### src/rtl/cla_pkg.sv
// Shared constants and helpers for the pipelined carry-lookahead adder.
package cla_pkg;

  localparam int CLA_WIDTH = 32;
  localparam int CLA_CHUNK = 8;

  // Pipeline depth: one stage per CHUNK-bit slice.
  function automatic int cla_nstage(input int width, input int chunk);
    return width / chunk;
  endfunction

  // The slicing only works when slices tile the word and groups tile a slice.
  function automatic bit cla_params_ok(input int width, input int chunk);
    return (chunk >= 4) && (width >= chunk) &&
           ((width % chunk) == 0) && ((chunk % 4) == 0);
  endfunction

endpackage

### src/rtl/cla_chunk.sv
// One CHUNK-bit slice: 4-bit lookahead groups plus lookahead across groups.
module cla_chunk
  import cla_pkg::*;
#(
  parameter int CHUNK = CLA_CHUNK
) (
  input  logic [CHUNK-1:0] a,
  input  logic [CHUNK-1:0] b,
  input  logic             cin,
  output logic [CHUNK-1:0] sum,
  output logic             cout,
  output logic             c_msb
);

  localparam int NG = CHUNK / 4;

  logic [CHUNK-1:0] p;
  logic [CHUNK-1:0] g;
  logic [CHUNK-1:0] c;
  logic [NG-1:0]    gp;
  logic [NG-1:0]    gg;
  logic [NG:0]      gc;

  // Carry into group j+1 as a flat sum of products over all lower groups,
  // so no group waits on the carry of its neighbour.
  function automatic logic group_carry(input int j, input logic [NG-1:0] gp_i,
                                       input logic [NG-1:0] gg_i, input logic cin_i);
    logic acc;
    logic term;
    acc = cin_i;
    for (int m = 0; m <= j; m++) acc = acc & gp_i[m];
    for (int i = 0; i <= j; i++) begin
      term = gg_i[i];
      for (int m = i + 1; m <= j; m++) term = term & gp_i[m];
      acc = acc | term;
    end
    return acc;
  endfunction

  assign p     = a ^ b;
  assign g     = a & b;
  assign gc[0] = cin;

  for (genvar j = 0; j < NG; j++) begin : g_grp
    localparam int B = 4 * j;

    assign gp[j] = &p[B +: 4];
    assign gg[j] = g[B+3] | (p[B+3] & g[B+2]) | (p[B+3] & p[B+2] & g[B+1]) |
                   (p[B+3] & p[B+2] & p[B+1] & g[B]);

    assign gc[j+1] = group_carry(j, gp, gg, cin);

    assign c[B]   = gc[j];
    assign c[B+1] = g[B] | (p[B] & gc[j]);
    assign c[B+2] = g[B+1] | (p[B+1] & g[B]) | (p[B+1] & p[B] & gc[j]);
    assign c[B+3] = g[B+2] | (p[B+2] & g[B+1]) | (p[B+2] & p[B+1] & g[B]) |
                    (p[B+2] & p[B+1] & p[B] & gc[j]);
  end

  assign sum   = p ^ c;
  assign cout  = gc[NG];
  assign c_msb = c[CHUNK-1];

endmodule

### src/rtl/cla_adder_pipe.sv
// Pipelined CLA adder/subtractor: one CHUNK-bit slice resolved per stage,
// carry and operands skewed down the pipe, valid/ready on both ends.
module cla_adder_pipe
  import cla_pkg::*;
#(
  parameter int WIDTH = CLA_WIDTH,
  parameter int CHUNK = CLA_CHUNK
) (
  input  logic             clk,
  input  logic             rst_n,
  input  logic             in_valid,
  output logic             in_ready,
  input  logic [WIDTH-1:0] in_a,
  input  logic [WIDTH-1:0] in_b,
  input  logic             in_sub,
  output logic             out_valid,
  input  logic             out_ready,
  output logic [WIDTH-1:0] out_sum,
  output logic             out_cout,
  output logic             out_ovf,
  output logic             out_zero
);

  localparam int NSTAGE = cla_nstage(WIDTH, CHUNK);

  if (!cla_params_ok(WIDTH, CHUNK)) begin : g_param_check
    $error("cla_adder_pipe: WIDTH must be a multiple of CHUNK, CHUNK a multiple of 4");
  end

  // Level k registers feed stage k; level NSTAGE is the output register.
  logic [NSTAGE:0]  vld;
  logic [NSTAGE:0]  cry;
  logic [WIDTH-1:0] opa  [NSTAGE];
  logic [WIDTH-1:0] opb  [NSTAGE];
  logic [WIDTH-1:0] psum [NSTAGE+1];
  logic             ovf_q;
  logic             zero_q;

  logic [CHUNK-1:0]  csum [NSTAGE];
  logic [NSTAGE-1:0] ccout;
  logic [NSTAGE-1:0] cmsb;
  logic [WIDTH-1:0]  nsum [NSTAGE];
  logic              adv;
  logic              ovf_next;
  logic              zero_next;
  logic              unused_cmsb;

  assign adv      = !out_valid | out_ready;
  assign in_ready = adv;

  for (genvar k = 0; k < NSTAGE; k++) begin : g_stage
    cla_chunk #(.CHUNK(CHUNK)) u_chunk (
      .a     (opa[k][k*CHUNK +: CHUNK]),
      .b     (opb[k][k*CHUNK +: CHUNK]),
      .cin   (cry[k]),
      .sum   (csum[k]),
      .cout  (ccout[k]),
      .c_msb (cmsb[k])
    );
  end

  // Merge each stage's freshly resolved slice into the partial sum it carries.
  always_comb begin
    for (int k = 0; k < NSTAGE; k++) begin
      nsum[k] = psum[k];
      nsum[k][k*CHUNK +: CHUNK] = csum[k];
    end
  end

  // Overflow as carry-into-MSB xor carry-out, i.e. equal operand signs
  // (after B inversion) giving a sum of the other sign.
  assign ovf_next    = cmsb[NSTAGE-1] ^ ccout[NSTAGE-1];
  assign zero_next   = (nsum[NSTAGE-1] == '0);
  assign unused_cmsb = ^cmsb;

  // Whole pipe moves together on adv, bubbles included; everything holds otherwise.
  always_ff @(posedge clk or negedge rst_n) begin
    if (!rst_n) begin
      vld    <= '0;
      cry    <= '0;
      ovf_q  <= 1'b0;
      zero_q <= 1'b0;
      for (int k = 0; k < NSTAGE; k++) begin
        opa[k] <= '0;
        opb[k] <= '0;
      end
      for (int k = 0; k <= NSTAGE; k++) psum[k] <= '0;
    end else if (adv) begin
      vld[0]  <= in_valid;
      opa[0]  <= in_a;
      opb[0]  <= in_b ^ {WIDTH{in_sub}};
      psum[0] <= '0;
      cry[0]  <= in_sub;
      for (int k = 0; k < NSTAGE; k++) begin
        vld[k+1]  <= vld[k];
        psum[k+1] <= nsum[k];
        cry[k+1]  <= ccout[k];
      end
      for (int k = 0; k < NSTAGE - 1; k++) begin
        opa[k+1] <= opa[k];
        opb[k+1] <= opb[k];
      end
      ovf_q  <= ovf_next;
      zero_q <= zero_next;
    end
  end

  assign out_valid = vld[NSTAGE];
  assign out_sum   = psum[NSTAGE];
  assign out_cout  = cry[NSTAGE];
  assign out_ovf   = ovf_q;
  assign out_zero  = zero_q;

endmodule

### config.mk
export PLATFORM = sky130hd
export DESIGN_NAME = cla_adder_pipe
export DESIGN_NICKNAME = d
export VERILOG_FILES = /design/src/rtl/cla_pkg.sv /design/src/rtl/cla_chunk.sv /design/src/rtl/cla_adder_pipe.sv
export SDC_FILE = /design/constraint.sdc
export NUM_CORES = 1
export LEC_CHECK = 0
export ABC_AREA = 1
export BUFFER_PORTS_ARGS = -buffer_cell sky130_fd_sc_hd__buf_4
export CELL_PAD_IN_SITES_DETAIL_PLACEMENT = 1
export CELL_PAD_IN_SITES_GLOBAL_PLACEMENT = 1
export CORE_AREA = 5 5 171 173
export DETAILED_ROUTE_END_ITERATION = 16
export DIE_AREA = 0 0 176 178
export PLACE_DENSITY_LB_ADDON = 0.1
export SLEW_MARGIN = 20
export SYNTH_ARGS = -nofsm -noshare
export SYNTH_HDL_FRONTEND = slang
export SYNTH_SLANG_ARGS = --single-unit
### constraint.sdc
create_clock -name clk -period 2.13 [get_ports clk]
set_input_delay 0.213 -clock clk [delete_from_list [all_inputs] [get_ports clk]]
set_output_delay 0.213 -clock clk [all_outputs]
set_load 0.01 [all_outputs]
## After elaboration in Yosys (flattened, before gate mapping)

Index checks and enable logic that the tools add are counted.

| cells by class | value |
|---|---|
| bitwise gates (word level) | 223 |
| reduce and logical (&&, ||, !) cells | 10 |

Operator list:

| operator | number |
|---|---|
| $and A1 B1 Y1 | 124 |
| $or A1 B1 Y1 | 85 |
| $xor A8 B8 Y8 | 8 |
| $and A8 B8 Y8 | 4 |
| $logic_not A32 Y1 | 1 |
| $reduce_and A4 Y1 | 8 |
| $xor A32 B32 Y32 | 1 |
| $logic_not A1 Y1 | 1 |
| $xor A1 B1 Y1 | 1 |

| storage, ports and cells | value |
|---|---|
| input bits | 69 |
| register bits | 348 |
| output and inout bits | 37 |
| logic and storage cells | 249 |

## Logic depth before layout (Yosys ltp)

Gate-level depths: netlist of the first run.

| logic depth | value |
|---|---|
| word-level depth | 10 |
| depth in mapped cells | 14 |
| gate-level depth less buffers | 14 |

## Hierarchy

A second synthesis of the first run with hierarchy kept.

| unflattened totals | value |
|---|---|
| cell total of the unflattened synthesis | 1244 |
| area total of the unflattened synthesis | 11209.5 µm² |

Modules (own cells, without submodules):

| module | cells each | area each (µm²) | times used |
|---|---|---|---|
| cla_adder_pipe | 1040 | 9733.1 | 1 |
| cla_chunk | 51 | 369.1 | 4 |

## Least setup slack after synthesis of the first run

No wires, ideal clock.

| timing path | value |
|---|---|
| path type | register to register |
| from | reg opb[26] (netlist bit) |
| to | reg zero_q (netlist: out_zero) |
| library setup time | 0.065 ns |
| period minus slack after synthesis | 2.104 ns |
| required time | 2.065 ns |
| arrival | 2.039 ns |
| slack | 0.026 ns |
| buffers on the path | 0 |
| stages on the path, launching flop included | 14 |
| cells stage by stage | dfrtp_1 ha_1 nand2_2 nor2_1 nor2_1 nand3_2 fa_1 nor2_1 nand3_1 nor2_1 nand4_1 nor2_1 nand3_2 nand2_1 |

RTL lines:

| what | RTL line | text |
|---|---|---|
| start: declaration | cla_adder_pipe.sv:34 | `logic [WIDTH-1:0] opb [NSTAGE];` |
| start signal: indexed assignment | cla_adder_pipe.sv:101 | `opb[k+1] <= opb[k];` |
| end signal: assignment | cla_adder_pipe.sv:104 | `zero_q <= zero_next;` |
| end: declaration | cla_adder_pipe.sv:37 | `logic zero_q;` |

==> results of run 1 <==
-- layout by cell type (no fill, tap or decap), drive strengths merged --
cell	instances
nand2	522
dfrtp	252
o21ai	133
buf	124
inv	79
dlygate4sd3	64
clkbuf	45
xnor2	35
nor2	35
ha	32
nand3	27
a31oi	15
nand4	10
a21oi	9
fa	8
nand3b	7
a21o	6
and3	4
clkinv	4
xor2	3
or2	3
o21bai	1
bufinv	1
-- what timing repair did --
action                                  CTS  global route
hold endpoints to repair                107             0
gates resized for setup                   6             4
setup buffers                             0             1
pin swaps                                 2             0
hold buffers                             64             0
endpoints found under the setup margin    1             2
-- kinds of logic after synthesis --
family	count (synthesis)	synth area share, %
AO/OA/AOI/OAI	164	7.76
XOR/XNOR	38	3.00
adder cells (fa/ha/maj)	40	5.05
buffers and inverters	139	5.54
flip-flops	252	56.9
AND/OR/NAND/NOR	608	21.8
-- cell type report --
type | count | area share (%)
Clock buffer | 45 | 5.96
Clock inverter | 5 | 0.361
Inverter | 79 | 2.20
Multi-Input combinational cell | 850 | 30.7
Sequential cell | 252 | 45.5
Tap cell | 346 | 3.13
Timing Repair Buffer | 188 | 12.1
-- layer usage --
layer  routed length (microns)  GRT usage, %  vias up
met5                         0             0        -
met4                       373          3.41        0
met3                      1030          2.63       33
met2                     11100          25.7      120
met1                     13100          24.8     3935
li1                          -             -     4228
-- worst register-to-register path, delay by kind of cell, from the launching register on --
kind / cells / cell delay [ps]
simple gates: 10 / 920
fa+ha+maj: 2 / 730
flops: 1 / 410
buf+inv: 1 / 60
-- where the power goes --
group	leakage [uW]	switching [uW]	internal, uW
Clock	0.000430	1840	2750
Sequential	0.00306	1260	6920
Combinational	0.00348	4560	3240
-- through the flow --
stage / std cells / worst slack (ps) / utilization [%] / setup TNS, ps
detailed placement: 1650 / -133 / 44.6 / -133
finish: 1765 / -51.2 / 50.4 / -51.2
CTS: 1764 / -53.3 / 50.3 / -53.3
floorplan: 1241 / 26.2 / - / 0
global placement: 1650 / -49.7 / 44.6 / -49.7
global route: 1765 / -195 / 50.4 / -195
-- state kept, by name, summed over array words and instances, names as in the netlist --
| name | cells |
|---|---|
| opb | 80 |
| vld | 5 |
| cry | 5 |
| opa | 80 |
| nsum | 48 |
| out_zero | 1 |
| out_sum | 32 |
| out_ovf | 1 |
-- final timing paths --
path	to	cells after the start
setup / recovery	out_zero$_DFFE_PN0P_	13
hold / removal	opb[99]$_DFFE_PN0P_	3
setup reg to reg	out_zero$_DFFE_PN0P_	13
hold reg to reg	vld[4]$_DFFE_PN0P_	2
max in group asynchronous	opa[90]$_DFFE_PN0P_	3
min in group asynchronous	opa[101]$_DFFE_PN0P_	2
==> flow_summary_export.csv, run 1 <==
group,metric,value,unit
power_and_ir_drop,power,20600,uW
sta,max_freq,458,MHz
clock_network,cts_buffers,28,
worst_setup_path,cp_max_fo,4,
power_and_ir_drop,ir_drop,516,uV
cells_and_area,layout-drive-gt1-share,13.1,%
min_path,hp-start,"in_b[3]",
worst_setup_path,crit_family,"simple AND/OR/NAND/NOR gates",
sta,setup_violations,1,
clock_network,clk_pin_slew,60,ps
logic_synthesis,synth_cell_types,29,
cells_and_area,antenna_cells,0,
run_status,status,"finished, violations left",
die,die_width,176,microns
sta,skew,6.56,ps
grt,antenna_found_initial,0,
power_and_ir_drop,p_leak,0.00697,uW
cells_and_area,nFillCells,3170,
worst_setup_path,critical_path_buf_inv_count,1,
clock_network,cts.sinks,252,
logic_synthesis,synth_largest_area_cell,"dfrtp_1",
placement,place_congestion,0.809,
sta,grt_setup_unrepaired,"true",
logic_synthesis,synth.most_common_cell,"nand2_1",
job,max_cap_viol_count,0,
sta,finalCritPeriodShare,102,%
worst_setup_path,r2r_slack,-50,ps
detailed_routing,drt-pass1-iter-count,4,
logic_synthesis,synthCells,1241,
die,dieArea,31300,sq um
sta,fin_crit,2180,ps
sta,tightest_slew,513,ps
worst_setup_path,worst_setup_path_start_kind,"register",
logic_synthesis,yosysWarnings,0,
worst_setup_path,crit_chain,"ha_4 -> inv_1 -> nor2_2 -> nand2_1 -> nand3_2 -> fa_1 -> nor2_1 -> nand3_1 -> nor2_1 -> nand4_1 -> nor2_2 -> nand3_2 -> nand2_1",
cells_and_area,multi_input_area,4250,sq um
clock_network,h-tree-depth,1,
logic_synthesis,ys_ff_latch,252,
worst_setup_path,required,2600,ps
logic_synthesis,syn-num-nets,1350,
grt,grt_pass1_vias,8693,
logic_synthesis,syn_avg_cell_area,8.94,sq um
worst_setup_path,crit_start,"opa[25]$_DFFE_PN0P_",
grt,grt-ovfl-total,0,
clock_network,clk_latency,530,ps
min_path,min_path_type,"in -> reg",
placement,io_buffers,105,
logic_synthesis,synth_top_area_share,56.9,%
grt,grt_pass1_wl,43.6,mm
cells_and_area,area_growth,24.9,%
cells_and_area,final_cell_area,13800,sq um
detailed_routing,drtAntennaViolNets,0,
die,start_util,40.4,%
logic_synthesis,async_flop_share,100,%
sta,drv_slew,0,
placement,hpwl,16.9,mm
worst_setup_path,crit_type,"reg -> reg",
die,ios,106,
clock_network,cts_tree,"built",
logic_synthesis,ys.flop_type,"dfrtp_1",
worst_setup_path,cpPeakStageDelay,430,ps
detailed_routing,dr.first_iter.drc_count,509,
die,std_cell_rows,61,
grt,grt_use_total,16.6,%
sta,setup_ws,-51.2,ps
detailed_routing,num_vias,8316,
grt,grt_max_degree,125,
detailed_routing,route.detailed.drc,0,
logic_synthesis,synth_area,11100,sq um
placement,place_area,12300,sq um
run_status,violations,"setup timing",
sta,max-slew-margin-rel,65.8,%
die,core_area,27500,sq um
logic_synthesis,synthTopCellsByCount,"nand2_1, dfrtp_1, o21ai_0",
detailed_routing,routed_wl,25.6,mm
sta,holdWs,58.4,ps
detailed_routing,via_per_inst,4.71,
cells_and_area,final_nets,1508,
power_and_ir_drop,power.density,1490,nW/um^2
detailed_routing,wl_per_cell,14.5,microns
logic_synthesis,ys_seq_area_share,56.9,%
worst_setup_path,arrival,2650,ps
sta,finalHoldViolCount,0,
logic_synthesis,synth_area_leaders,"dfrtp_1, nand2_1, o21ai_0",
cells_and_area,seq_area,6310,sq um
worst_setup_path,cpMaxStageDelayCell,"fa_1",
worst_setup_path,endpoint_kind,"register",
clock_network,clockRootBuffer,"clkbuf_16",
clock_network,cts.path.max_buffers,3,
die,die_height,178,microns
worst_setup_path,reg2reg_from,"opa[25]$_DFFE_PN0P_",
logic_synthesis,synth_edf_count,0,
Power figures use the tool's default switching activity.
==> run 2, diff against run 1 <==
--- a/config.mk
+++ b/config.mk
@@ -9,10 +9,11 @@
 export BUFFER_PORTS_ARGS = -buffer_cell sky130_fd_sc_hd__buf_4
 export CELL_PAD_IN_SITES_DETAIL_PLACEMENT = 1
 export CELL_PAD_IN_SITES_GLOBAL_PLACEMENT = 1
-export CORE_AREA = 5 5 171 173
+export CORE_AREA = 4 4 170 172
 export DETAILED_ROUTE_END_ITERATION = 16
-export DIE_AREA = 0 0 176 178
+export DIE_AREA = 0 0 174 176
 export PLACE_DENSITY_LB_ADDON = 0.1
+export SKIP_LAST_GASP = 1
 export SLEW_MARGIN = 20
 export SYNTH_ARGS = -nofsm -noshare
 export SYNTH_HDL_FRONTEND = slang
==> run 2 against run 1 <==
- the flow still finishes with violations (setup timing)
- via count rose by 1.1%
- clock skew rose by 0.64 ps
- critical endpoint unchanged
- combinational power rose by 0.6%
- total power fell by 0.30%
- worst hold slack got worse by 39 ps
==> flow_summary_export.csv, run 2 (same netlist as run 1, synthesis figures left out) <==
group,metric,value,unit
run_status,status,"finished, violations left",
run_status,violations,"setup timing",
grt,antenna_found_initial,0,
die,die_height,176,microns
worst_setup_path,cpPeakStageDelay,510,ps
power_and_ir_drop,pwr-share-comb,38.2,%
power_and_ir_drop,p_leak,0.00701,uW
cells_and_area,final_cell_area,13900,sq um
min_path,hold_path_end,"opb[96]$_DFFE_PN0P_",
worst_setup_path,reg2reg_from,"opa[27]$_DFFE_PN0P_",
clock_network,cts.sinks,252,
detailed_routing,dr.first_iter.drc_count,495,
die,start_util,40.4,%
placement,hpwl,17.3,mm
sta,drv_slew,0,
power_and_ir_drop,power,20500,uW
worst_setup_path,reg2regPathDepth,13,
cells_and_area,final_cell_mix,"nand2_1, dfrtp_1, o21ai_0, buf_4, inv_1",
worst_setup_path,crit_chain,"ha_4 -> nand2_4 -> nor2_2 -> nor2_2 -> nand3_2 -> fa_1 -> nor2_1 -> nand3_1 -> nor2_1 -> nand4_1 -> nor2_1 -> nand3_2 -> nand2_1",
sta,max-slew-margin-rel,66.0,%
cells_and_area,antenna_cells,0,
sta,fin_crit,2190,ps
grt,grt_use_total,17.0,%
detailed_routing,via_per_inst,4.76,
grt,grt_max_degree,97,
sta,finalHoldViolCount,0,
placement,post-place-ws,-94.7,ps
die,dieArea,30600,sq um
worst_setup_path,arrival,2650,ps
grt,grt_pass1_wl,44.3,mm
detailed_routing,wl_per_cell,14.4,microns
die,std_cell_rows,61,
detailed_routing,num_vias,8410,
worst_setup_path,endpoint_kind,"register",
job,max_cap_viol_count,0,
power_and_ir_drop,p_sw_share,37.1,%
detailed_routing,drtAntennaViolNets,0,
power_and_ir_drop,power_switching,7610,uW
cells_and_area,instances_no_fill,1766,
detailed_routing,route.detailed.drc,0,
worst_setup_path,crit_start,"opa[27]$_DFFE_PN0P_",
sta,grt_setup_unrepaired,"true",
die,ios,106,
grt,grt-ovfl-total,0,
worst_setup_path,required,2600,ps
die,die_width,174,microns
min_path,hp-start,"in_b[0]",
worst_setup_path,cp_max_fo,4,
sta,setup_violations,1,
sta,tightest_slew,510,ps
clock_network,cts.path.max_buffers,3,
cells_and_area,area_growth,25.4,%
clock_network,h-tree-depth,1,
power_and_ir_drop,intPower,12900,uW
sta,finalCritPeriodShare,103,%
detailed_routing,routed_wl,25.4,mm
worst_setup_path,crit_top_cell,"nor2_1",
placement,place_congestion,0.797,
min_path,min_path_type,"in -> reg",
cells_and_area,final_common_cell,"nand2_1",
detailed_routing,drt-pass1-iter-count,4,
sta,holdWs,19.6,ps
sta,skew,7.19,ps
sta,setup_ws,-57.7,ps
power_and_ir_drop,sequentialPowerShare,40.0,%
power_and_ir_drop,power.density,1480,nW/um^2
worst_setup_path,crit_type,"reg -> reg",
placement,place_area,12300,sq um
sta,max_freq,457,MHz
placement,place_inst,1654,
cells_and_area,layout-drive-gt1-share,13.4,%
power_and_ir_drop,ir_drop,660,uV
die,core_area,27500,sq um
worst_setup_path,r2r_slack,-60,ps
worst_setup_path,cpMaxStageDelayCell,"fa_1",
worst_setup_path,worst_setup_path_start_kind,"register",
clock_network,cts_tree,"built",
grt,grt_pass1_vias,8759,
clock_network,clk_latency,530,ps
clock_network,clk_pin_slew,60,ps
min_path,min_path_cells,3,
cells_and_area,final_nets,1515,
power_and_ir_drop,p_clk_share,21.7,%
worst_setup_path,r2r_end,"out_zero$_DFFE_PN0P_",
clock_network,cts_buffers,28,
clock_network,clockRootBuffer,"clkbuf_16",
placement,io_buffers,105,
run 2: changes by cell type in the layout (fill, tap and decap cells not counted), sizes merged:
cell / before / now
clkbuf: 45 / 43
bufinv: 1 / 0
clkinv: 4 / 1
buf: 124 / 131
run 2: power groups by stage:
stage | registers, uW | logic (uW) | clock network, uW
global route | 8500 | 9160 | 4850
detailed placement | 8260 | 7680 | 0
global placement | 8170 | 7400 | 0
floorplan | 8010 | 5150 | 0
CTS | 8230 | 7900 | 4620
finish | 8220 | 7850 | 4450
run 2: cell type report:
type                            count  area [sq um]
Fill cell                        3150         13600
Sequential cell                   252          6310
Multi-Input combinational cell    850          4250
Timing Repair Buffer              195          1770
Clock buffer                       43           838
Tap cell                          346           433
Inverter                           79           304
Clock inverter                      1          5.00
run 2: worst max-delay path, delay by kind of cell (launching register included):
family	cells	cell delay, ps
fa+ha+maj	2	790
flops	1	410
simple gates	11	940
run 2: how the worst max path moves through the flow:
stage / slack [ps] / cells after the start / to
2_1_floorplan: 30 / 13 / out_zero$_DFFE_PN0P_
3_3_place_gp: -50 / 13 / out_zero$_DFFE_PN0P_
3_5_place_dp: -90 / 13 / out_zero$_DFFE_PN0P_
4_1_cts: -20 / 13 / out_zero$_DFFE_PN0P_
5_1_grt: -180 / 13 / out_zero$_DFFE_PN0P_
6_report: -60 / 13 / out_zero$_DFFE_PN0P_
run 2: per-layer routing:
metal | global-route usage [%] | up-vias | routed length, microns
li1 | - | 4236 | -
met1 | 25.7 | 4023 | 13000
met2 | 26.0 | 126 | 11100
met3 | 2.76 | 25 | 1030
met4 | 3.63 | 0 | 372
met5 | 0 | - | 0
run 2: metrics by stage:
stage	setup TNS (ps)	util, %
after CTS	-22.5	50.4
after global placement	-52.9	44.9
after floorplan	0	-
after detailed placement	-94.7	44.9
after global routing	-179	50.6
final	-57.7	50.6
run 2: timing repair:
item                                    4_1_cts  5_1_grt
gates resized for setup                       3        7
endpoints found under the setup margin        1        1
pin swaps                                     0        9
cloned                                        0        0
hold buffers                                 64        0
buffers inserted                              1        3
endpoints found under the hold margin       315        0
==> run 3, diff against run 2 <==
--- a/config.mk
+++ b/config.mk
@@ -5,13 +5,12 @@
 export SDC_FILE = /design/constraint.sdc
 export NUM_CORES = 1
 export LEC_CHECK = 0
-export ABC_AREA = 1
 export BUFFER_PORTS_ARGS = -buffer_cell sky130_fd_sc_hd__buf_4
 export CELL_PAD_IN_SITES_DETAIL_PLACEMENT = 1
 export CELL_PAD_IN_SITES_GLOBAL_PLACEMENT = 1
-export CORE_AREA = 4 4 170 172
+export CORE_AREA = 4 4 168 170
 export DETAILED_ROUTE_END_ITERATION = 16
-export DIE_AREA = 0 0 174 176
+export DIE_AREA = 0 0 172 174
 export PLACE_DENSITY_LB_ADDON = 0.1
 export SKIP_LAST_GASP = 1
 export SLEW_MARGIN = 20
==> run 3 against run 2 <==
- the run still ends with setup timing left
- clock skew fell by 0.98 ps
- non-clock buffer count grew 3
- synthesized cell count is 4.8% lower
- via count shrank 4.3%
- register-to-register slack lost 360 ps
- sequential share of layout area grew 0.78 points
- combinational power decreased by 4.7%
- first-iteration DRC count is 12% higher
- total power decreased by 0.74%
==> flow_summary_export.csv, run 3 <==
group,metric,value,unit
placement,place_area,12100,sq um
detailed_routing,dr_wl_met3,926,microns
logic_synthesis,synthTopCellsByCount,"nand2_1, dfrtp_1, o21ai_0",
sta,finalCritPeriodShare,120,%
grt,grt_use_total,16.9,%
worst_setup_path,crit_start,"opb[24]$_DFFE_PN0P_",
logic_synthesis,ys.flop_type,"dfrtp_1",
logic_synthesis,yosysWarnings,0,
power_and_ir_drop,p_leak,0.00689,uW
job,max_cap_viol_count,0,
detailed_routing,num_vias,8048,
placement,place_inst,1592,
sta,holdWs,52.1,ps
detailed_routing,drtAntennaViolNets,0,
logic_synthesis,synth.most_common_cell,"nand2_1",
sta,finalHoldViolCount,0,
detailed_routing,wl_per_cell,14.5,microns
cells_and_area,area_growth,26.6,%
worst_setup_path,reg2reg_from,"opb[24]$_DFFE_PN0P_",
power_and_ir_drop,power.density,1490,nW/um^2
run_status,violations,"setup timing",
sta,max-slew-margin-rel,60.2,%
die,std_cell_rows,60,
cells_and_area,instances_no_fill,1711,
placement,hpwl,15.6,mm
clock_network,cts_tree,"built",
cells_and_area,final_cell_mix,"nand2_1, dfrtp_1, buf_4, dlygate4sd3_1, o21ai_0",
grt,grt_pass1_wl,42.7,mm
power_and_ir_drop,sequentialPowerShare,40.7,%
detailed_routing,dr.first_iter.drc_count,553,
die,core_area,26700,sq um
sta,tightest_slew,596,ps
grt,grt_max_degree,135,
cells_and_area,final_common_cell,"nand2_1",
detailed_routing,via_per_inst,4.70,
placement,place_congestion,0.728,
detailed_routing,wl_met1,12.4,mm
power_and_ir_drop,power_switching,7440,uW
power_and_ir_drop,p_clk_share,22.5,%
power_and_ir_drop,p_sw_share,36.5,%
clock_network,h-tree-depth,1,
sta,skew,6.21,ps
sta,fin_crit,2550,ps
power_and_ir_drop,ir_drop,547,uV
clock_network,clk_pin_slew,60,ps
worst_setup_path,cp_max_fo,2,
worst_setup_path,endpoint_kind,"register",
logic_synthesis,ys_seq_area_share,58.4,%
sta,grt_setup_unrepaired,"true",
logic_synthesis,synth_area,10800,sq um
worst_setup_path,reg2regPathDepth,11,
sta,drv_slew,0,
logic_synthesis,synth_largest_area_cell,"dfrtp_1",
cells_and_area,final_nets,1460,
cells_and_area,antenna_cells,0,
die,ios,106,
power_and_ir_drop,intPower,12900,uW
detailed_routing,drt-pass1-iter-count,4,
worst_setup_path,crit_type,"reg -> reg",
die,start_util,40.4,%
sta,max_freq,392,MHz
worst_setup_path,r2r_end,"out_zero$_DFFE_PN0P_",
logic_synthesis,async_flop_share,100,%
sta,setup_ws,-422,ps
cells_and_area,nFillCells,3076,
clock_network,cts.path.max_buffers,3,
logic_synthesis,syn-num-nets,1291,
min_path,min_path_type,"in -> reg",
sta,setup_violations,1,
clock_network,cts_buffers,28,
cells_and_area,layout-drive-gt1-share,14.0,%
worst_setup_path,r2r_slack,-420,ps
min_path,hp-start,"out_ready",
detailed_routing,highest_layer,"met4",
logic_synthesis,synth_top_area_share,58.4,%
logic_synthesis,synth_area_leaders,"dfrtp_1, nand2_1, ha_1",
cells_and_area,final_cell_area,13700,sq um
clock_network,clockRootBuffer,"clkbuf_16",
grt,grt-ovfl-total,0,
power_and_ir_drop,power,20400,uW
worst_setup_path,cp-endpoint,"out_zero$_DFFE_PN0P_",
grt,antenna_found_initial,0,
worst_setup_path,arrival,2970,ps
clock_network,cts.sinks,252,
detailed_routing,routed_wl,24.7,mm
sta,fin_tns_setup,-422,ps
logic_synthesis,syn_avg_cell_area,9.14,sq um
power_and_ir_drop,pwr-share-comb,36.7,%
detailed_routing,wl_met2,11.0,mm
die,dieArea,29900,sq um
placement,io_buffers,105,
logic_synthesis,synth_cell_types,35,
die,die_width,172,microns
worst_setup_path,worst_setup_path_start_kind,"register",
die,die_height,174,microns
detailed_routing,route.detailed.drc,0,
worst_setup_path,required,2550,ps
logic_synthesis,synthCells,1182,
logic_synthesis,ys_ff_latch,252,
logic_synthesis,synth_edf_count,0,
clock_network,clk_latency,530,ps
grt,grt_pass1_vias,8371,
run_status,status,"finished, violations left",
==> run 3: cell types whose count changed in the layout (fill, tap and decap cells not counted), sizes merged, moves of 5 or more <==
cell	change
nor4	+5
a2111oi	+6
nand4	-8
a21oi	+19
xor2	+14
nand3b	-7
nand2b	+9
o21ai	-72
inv	-60
a31oi	-12
nand2	+64
nand3	-26
==> run 3: area by class of cell <==
type,count,area [sq um],area share [%]
clock buffer,45,856,6.26
clock inverter,4,20.0,0.146
inverter,19,76.3,0.558
multi-input combinational,852,4240,31.0
sequential,252,6310,46.1
tap,341,427,3.12
timing repair buffer,198,1750,12.8
==> run 3: repair_timing <==
action / CTS / global route
endpoints found under the hold margin: 110 / 0
endpoints found under the setup margin: 2 / 14
gates resized for setup: 1 / 16
hold buffers: 66 / 0
pin swaps: 1 / 12
cloned: 0 / 0
buffers inserted: 0 / 4
==> run 3: worst min-delay path by stage <==
stage                         endpoint  slack (ps)  cells past startpoint
5_1_grt        out_sum[29]$_DFFE_PN0P_          80                      4
3_5_place_dp       nsum[4]$_DFFE_PN0P_         160                      1
6_report       out_sum[29]$_DFFE_PN0P_          50                      4
3_3_place_gp       nsum[4]$_DFFE_PN0P_         160                      1
4_1_cts        out_sum[29]$_DFFE_PN0P_          50                      4
2_1_floorplan       cry[0]$_DFFE_PN0P_         -80                      0
==> run 3: logic make-up after synthesis <==
kind of cell	Yosys count	synth area share, %
and+or+nand+nor	644	23.0
DFF	252	58.4
muxes	1	0.0927
buffers and inverters	78	2.86
AOI/OAI and AO/OA	112	6.03
xor gates and xnor gates	55	4.46
adders and majority gates	40	5.19
==> run 3: metal layers <==
| metal | up-vias | GRT usage [%] |
|---|---|---|
| met3 | 28 | 2.34 |
| met5 | - | 0 |
| met4 | 0 | 3.54 |
| li1 | 4058 | - |
| met1 | 3846 | 25.8 |
| met2 | 116 | 25.9 |
==> run 3: stage by stage <==
| step | worst slack [ps] | util (%) |
|---|---|---|
| CTS | -444 | 50.9 |
| global route | -560 | 51.2 |
| floorplan | -325 | - |
| finish | -422 | 51.2 |
| global placement | -326 | 45.1 |
| detailed placement | -418 | 45.1 |
==> run 3: worst max-delay path, cell delays in order, from the launching register on <==
cell and delay, ps:
dfrtp_1 380, ha_1 320, a211oi_2 280, nor3b_2 90, o21ai_2 150, nand2b_1 80, fa_2 550, nor4_2 40
nand4_1 90, nor2_1 50, and4_1 190, a22o_2 220
==> run 3: power by group through the flow <==
stage	clock, uW	sequential, uW	combinational, uW
6_report	4590	8300	7480
5_1_grt	4970	8590	8700
4_1_cts	4750	8320	7430
3_5_place_dp	0	8380	7240
3_3_place_gp	0	8290	7010
2_1_floorplan	0	8070	4810
